## config.mk

```make
export PLATFORM = sky130hd
export DESIGN_NAME = control_seq
export DESIGN_NICKNAME = d
export VERILOG_FILES = /design/src/rtl/control_seq.sv
export SDC_FILE = /design/constraint.sdc
export NUM_CORES = 1
export LEC_CHECK = 0
export ABC_AREA = 1
export BUFFER_PORTS_ARGS = -buffer_cell sky130_fd_sc_hd__buf_2
export CORE_MARGIN = 2
export CORE_UTILIZATION = 42
export DETAILED_ROUTE_END_ITERATION = 7
export HOLD_SLACK_MARGIN = 0.03
export PLACE_DENSITY_LB_ADDON = 0.1
export SLEW_MARGIN = 40
export SYNTH_ARGS = -nofsm -noshare
export SYNTH_HDL_FRONTEND = slang
export SYNTH_SLANG_ARGS = --single-unit
```

## constraint.sdc

```tcl
create_clock -name clk -period 1.2 [get_ports clk]
set_input_delay 0.12 -clock clk [delete_from_list [all_inputs] [get_ports clk]]
set_output_delay 0.12 -clock clk [all_outputs]
set_load 0.1 [all_outputs]
```

## src/rtl/control_seq.sv

```systemverilog
// Clocked control sequencer: owns the IR, cycle counter, carry flag and memory wait handshake.
// Optional memory-wait abort is enabled with the MEM_TIMEOUT_EN macro.
module control_seq #(
  parameter int INST_W  = 8,
  parameter int ALU_W   = 4,
  parameter int RS_W    = 2,
  parameter int CYC_W   = 2,
  parameter int TIMEOUT = 15
) (
  input  logic              clk,
  input  logic              rst,
  input  logic              inst_valid,
  input  logic [INST_W-1:0] inst,
  output logic              inst_ready,
  input  logic              carry_in,
  input  logic              mem_ready,
  output logic [CYC_W-1:0]  cycle,
  output logic [ALU_W-1:0]  ALU,
  output logic [RS_W-1:0]   RS,
  output logic              WA,
  output logic              WC,
  output logic              RD,
  output logic              WR,
  output logic              J,
  output logic              LJ,
  output logic              ISP,
  output logic              SPD,
  output logic              carry,
  output logic              err
);

  typedef enum logic [1:0] {IDLE, EXEC0, EXEC1, WAIT} state_t;

  localparam logic [CYC_W-1:0] CYC_SAT = {CYC_W{1'b1}};

  state_t             state, state_next;
  logic [INST_W-1:0]  ir;
  logic               carry_q;
  logic [CYC_W-1:0]   cyc_q, cyc_next;
  logic [1:0]         cls;
  logic               sub, flg, take;
  logic               timeout_hit;

  assign cls  = ir[INST_W-1:INST_W-2];
  assign sub  = ir[INST_W-3];
  assign flg  = ir[INST_W-4];
  assign take = ~sub | carry_q;

  // State, instruction register, cycle index and carry flag
  always_ff @(posedge clk or posedge rst) begin
    if (rst) begin
      state   <= IDLE;
      ir      <= '0;
      carry_q <= 1'b0;
      cyc_q   <= '0;
    end else begin
      state <= state_next;
      cyc_q <= cyc_next;
      if (state == IDLE && inst_valid)
        ir <= inst;
      if (WC)
        carry_q <= carry_in;
    end
  end

`ifdef MEM_TIMEOUT_EN
  localparam int TMO_W = $clog2(TIMEOUT + 1);

  logic [TMO_W-1:0] tmo_q;

  // Counts WAIT cycles without completion; cleared while the op is being issued
  always_ff @(posedge clk or posedge rst) begin
    if (rst)
      tmo_q <= '0;
    else if (state == EXEC0)
      tmo_q <= '0;
    else if (state == WAIT && !mem_ready && !timeout_hit)
      tmo_q <= tmo_q + TMO_W'(1);
  end

  assign timeout_hit = (state == WAIT) && (tmo_q == TMO_W'(TIMEOUT));
  assign err         = timeout_hit;
`else
  assign timeout_hit = 1'b0;
  assign err         = 1'b0;
`endif

  // Next state and strobes; WAIT completion is the only input-dependent strobe
  always_comb begin
    state_next = state;
    WA  = 1'b0;
    WC  = 1'b0;
    RD  = 1'b0;
    WR  = 1'b0;
    J   = 1'b0;
    LJ  = 1'b0;
    ISP = 1'b0;
    case (state)
      IDLE: begin
        if (inst_valid)
          state_next = EXEC0;
      end
      EXEC0: begin
        case (cls)
          2'b00: begin
            WA         = 1'b1;
            WC         = flg;
            state_next = IDLE;
          end
          2'b01: begin
            RD         = ~sub;
            WR         = sub;
            state_next = WAIT;
          end
          2'b10: begin
            if (flg) begin
              LJ         = 1'b1;
              state_next = EXEC1;
            end else begin
              J          = take;
              state_next = IDLE;
            end
          end
          default: begin
            ISP        = 1'b1;
            state_next = IDLE;
          end
        endcase
      end
      EXEC1: begin
        J          = take;
        state_next = IDLE;
      end
      WAIT: begin
        if (timeout_hit) begin
          state_next = IDLE;
        end else begin
          RD = ~sub;
          WR = sub;
          if (mem_ready) begin
            WA         = ~sub;
            state_next = IDLE;
          end
        end
      end
      default: state_next = IDLE;
    endcase
  end

  // Cycle index restarts for each instruction and saturates during long waits
  always_comb begin
    if (state_next == IDLE || state_next == EXEC0)
      cyc_next = '0;
    else if (cyc_q == CYC_SAT)
      cyc_next = cyc_q;
    else
      cyc_next = cyc_q + CYC_W'(1);
  end

  assign inst_ready = (state == IDLE);
  assign cycle      = cyc_q;
  assign ALU        = ir[ALU_W-1:0];
  assign RS         = ir[RS_W-1:0];
  assign SPD        = flg;
  assign carry      = carry_q;

endmodule

```

; ---- After elaboration in Yosys (flattened, before gate mapping)
; Index checks and enable logic that the tools add are counted.
[totals]
inputBits = 13
mem_count = 0
latchBits = 0
reg_bits = 13
ram_bits = 0
out_inout_bits = 19
mem_bits_ro = 0
word_cells = 45
[classes]
mux = 24
n_addsub = 1
mul = 0
n_eq_ne = 8
shifts = 0
n_lt_le_gt_ge = 0
bitwise = 2
div = 0
reduce_logical = 6
[op_table]
columns = cell, count
row1 = $mux 1, 13
row2 = $mux 2, 5
row3 = $eq 2x2->1 const B, 4
row4 = $pmux 1 s2, 4
row5 = $pmux 2 s4, 1
row6 = $eq 2x1->1 const B, 3
row7 = $logic_not 2->1, 3
row8 = $pmux 2 s2, 1
row9 = $reduce_or 3->1, 1
row10 = $add 2x1->2 const B, 1
row11 = $ne 2x2->1 const B, 1
row12 = $logic_and 1x1->1, 1
row13 = $logic_or 1x1->1, 1
row14 = $not 1->1, 1
row15 = $or 1x1->1, 1

; ---- Longest topological paths before layout
[depth]
depth_word = 6
mapped_depth = 8
mapped_depth_nobuf = 8

; ---- Worst setup path before layout
; OpenSTA, ideal clock, no wires.
[synth_path]
path_type = reg-to-output
start = reg carry_q (netlist: carry)
end = out J
setup_slack_ps = -1531
stages_incl_launch_ff = 3
n_path_buf = 0
arrival_time_ps = 2611
required_time_ps = 1080
cell_sequence = dfrtp_1 > o21ai_0 > a21oi_1
[synth_via]
elab_chain_len = 4
[synth_lines]
columns = item, line_no
row1 = start: declaration, 38  ; logic carry_q;
row2 = start signal: assignment, 62  ; carry_q <= carry_in;
row3 = $or 1x1->1 (*), 47  ; assign take = ~sub | carry_q;
row4 = $mux 1, 116  ; if (flg) begin
row5 = $mux 1, 104  ; case (cls)
row6 = $pmux 1 s2 (*), 98  ; case (state)
row7 = end: declaration, 24  ; output logic J,
; Every way passes the cells marked *; elsewhere a longest branch is shown, timed or not.

; ---- Final worst setup path
[layout_path]
start = reg state[1]
end = out WA
[layout_via]
elab_chain_len = 2
word_cells_on_any_way = 3
cone_classes = 2 x eq/ne / 1 x mux
[layout_lines]
columns = item, line_no
row1 = start: declaration, 36  ; state_t state, state_next;
row2 = start signal: assignment, 57  ; state <= state_next;
row3 = $eq 2x2->1 / $eq 2x1->1 (equally long branches), 98
row4 = $pmux 1 s2 (*), 98
row5 = end: declaration, 20  ; output logic WA,
; Marked as above.

==> metrics <==
Post-Syn Instances=89; critical path buffer and inverter count=2; H-tree depth=1; Reg clk slew, reported paths=0.09 ns; area grow syn2layout=107%; global-route wire length before repair=4000 µm; clk sinks=13; status=finished with violations; FF-to-FF setup slack=-0.28 ns; port bufs=30; Synth Register Bits=13; RSZ-0062 raised after global routing=yes; CP max stage delay=0.41 ns; startpoint types=flop; dpl cell area=1360 µm²; Num CTS Buffers=3; number of synthesized flops with an enable pin=0; DR vias/cell=5.26; clock root buffer=clkbuf_4; CP top delay family=flip-flops; Core ar.=1760 µm²; Pre-antenna DRT Iters=4; failing checks=setup timing; Crit Path Max Fanout=4; synthesized area=803 µm²; fin util=94.0%; Detailed Place HPWL=1530 µm; fin crit period=1.64 ns; Crit path required time=1.08 ns; Arr. time, crit path=1.52 ns; CTS Buffer Depth=2; Pins Over Slew Limit=0; initial antenna violation count=0; routed wire length=3470 µm; period utilization=137%; Slew headroom=63.1%; number of max-cap violations=0; initial drt markers=23; Clock Skews=0.000961 ns; GP Congestion=0.753; Ports=32; DRC=0; Design Area, Final=1660 µm²; worst-margin pin slew=0.553 ns; antenna-violating nets left=0; Final setup viols=21; ys flop type=dfrtp_1; slowest CP cell=dfrtp_1; vias after detailed routing=863; post-synthesis sequential area ratio=40.5%; number of library cell types mapped by synthesis=18; TritonCTS clock tree=done; largest net degree at the start of global routing=14; Placement Rows=15; final hold violations=0; fraction of layout instances using a drive strength above 1=73.4%; Mapped Avg Cell Area=9.03 µm²; Chip Height=47.7 µm; syn_nets=111; worst skew pair latency=0.29 ns; Antenna Cells=0; final worst-path setup slack=-0.441 ns; Worst Setup End Kind=output port; Total GRT Usage=26.5%; FFs w/ async S/R, synth=100%; Initial Util=45.5%; CP cell instances=buf_4 > ha_4 > a32o_4 > buf_12; die area=2280 µm²; Synth Warn #=0; Max Freq=609 MHz; DR WL/cell=21.2 µm; die width=47.7 µm; vias in the first global route=888; Post-Route Setup TNS=-5.30 ns; GRT overflow=0; class of the worst hold path=input port to flop; crit path kind=flop to output port; Final nets=162
[cell type report]
| class | count | area, µm² |
|---|---|---|
| inverters | 17 | 71.3 |
| repair buffers | 54 | 611 |
| well taps | 25 | 31.3 |
| fillers | 56 | 105 |
| clock buffers | 4 | 26.3 |
| flip-flops and latches | 13 | 343 |
| multi-input cells | 51 | 577 |
[layout by cell type (no fill, tap or decap), types with 3 or more instances in the layout]
cell type | Yosys | final
a21oi_4 | 0 | 3
inv_1 | 17 | 10
buf_12 | 0 | 16
ha_4 | 0 | 4
inv_2 | 0 | 5
ha_1 | 9 | 3
buf_6 | 1 | 6
nand3_1 | 5 | 3
dfrtp_4 | 0 | 4
clkbuf_4 | 0 | 5
dfrtp_1 | 13 | 7
buf_4 | 7 | 15
nor2_4 | 0 | 5
nand2_2 | 1 | 5
nand2_1 | 10 | 4
buf_2 | 0 | 12
a21oi_2 | 0 | 4
mux2_4 | 2 | 4
[per-stage QoR]
stage,setup WS [ns],cells,hold WS [ns]
6_report,-0.441,164,0.0549
5_1_grt,-0.463,164,0.0573
4_1_cts,-0.398,159,0.0598
3_5_place_dp,-0.136,145,0.179
3_3_place_gp,-0.110,145,0.167
2_1_floorplan,-0.310,89,-0.00296
[timing repair]
item | in CTS | in global routing
hold buffers | 2 | 0
gates resized for setup | 29 | 14
hold endpoints to repair | 14 | 0
gates cloned | 0 | 0
buffers inserted | 8 | 5
setup endpoints to repair | 20 | 24
pin swaps | 5 | 5
[layer usage]
metal  GRT usage (%)  vias up  wire length (µm)
met5               0        -                 0
met4            15.1        0                76
met3            4.53       11               171
met2            49.9       47              1940
met1            27.2      434              1280
li1                -      371                 -
[synthesized netlist by cell type, types with 2 or more instances]
master / number / area (µm²)
o21ai_0: 3 / 15.0
nor2_1: 7 / 26.3
inv_1: 17 / 63.8
nand3_1: 5 / 25.0
ha_1: 9 / 113
mux2_4: 2 / 30.0
nand2_1: 10 / 37.5
mux2_2: 2 / 22.5
dfrtp_1: 13 / 325
buf_4: 7 / 52.6
a21oi_1: 7 / 35.0
[sequential cells by signal, summed over array words and instances (netlist names)]
signal	count
carry	1
state	2
ir	8
cycle	2
[worst paths after layout]
check | startpoint | end | depth (start not counted)
min in group asynchronous | rst | ir[3] | 3
max reg2reg | state[1] | cycle[0] | 9
min reg2reg | ir[3] | ir[3] | 1
max in group asynchronous | rst | ir[4] | 3
min | inst[1] | ir[1] | 2
max | state[1] | WA | 4
[kinds of logic (layout without fill, tap and decap cells)]
kind of cell	after synthesis	after routing	share of synthesized area, %
adder cells (fa/ha/maj)	9	9	14.0
flip-flops	13	13	40.5
multiplexers	5	5	7.79
other	1	1	0.467
XOR/XNOR	1	1	1.09
buffers and inverters	25	75	15.9
AND/OR/NAND/NOR	23	23	11.8
AO/OA/AOI/OAI	12	12	8.41
Power is not shown: default switching activity piles up to over one toggle a cycle in this logic, so the estimate is an artifact.
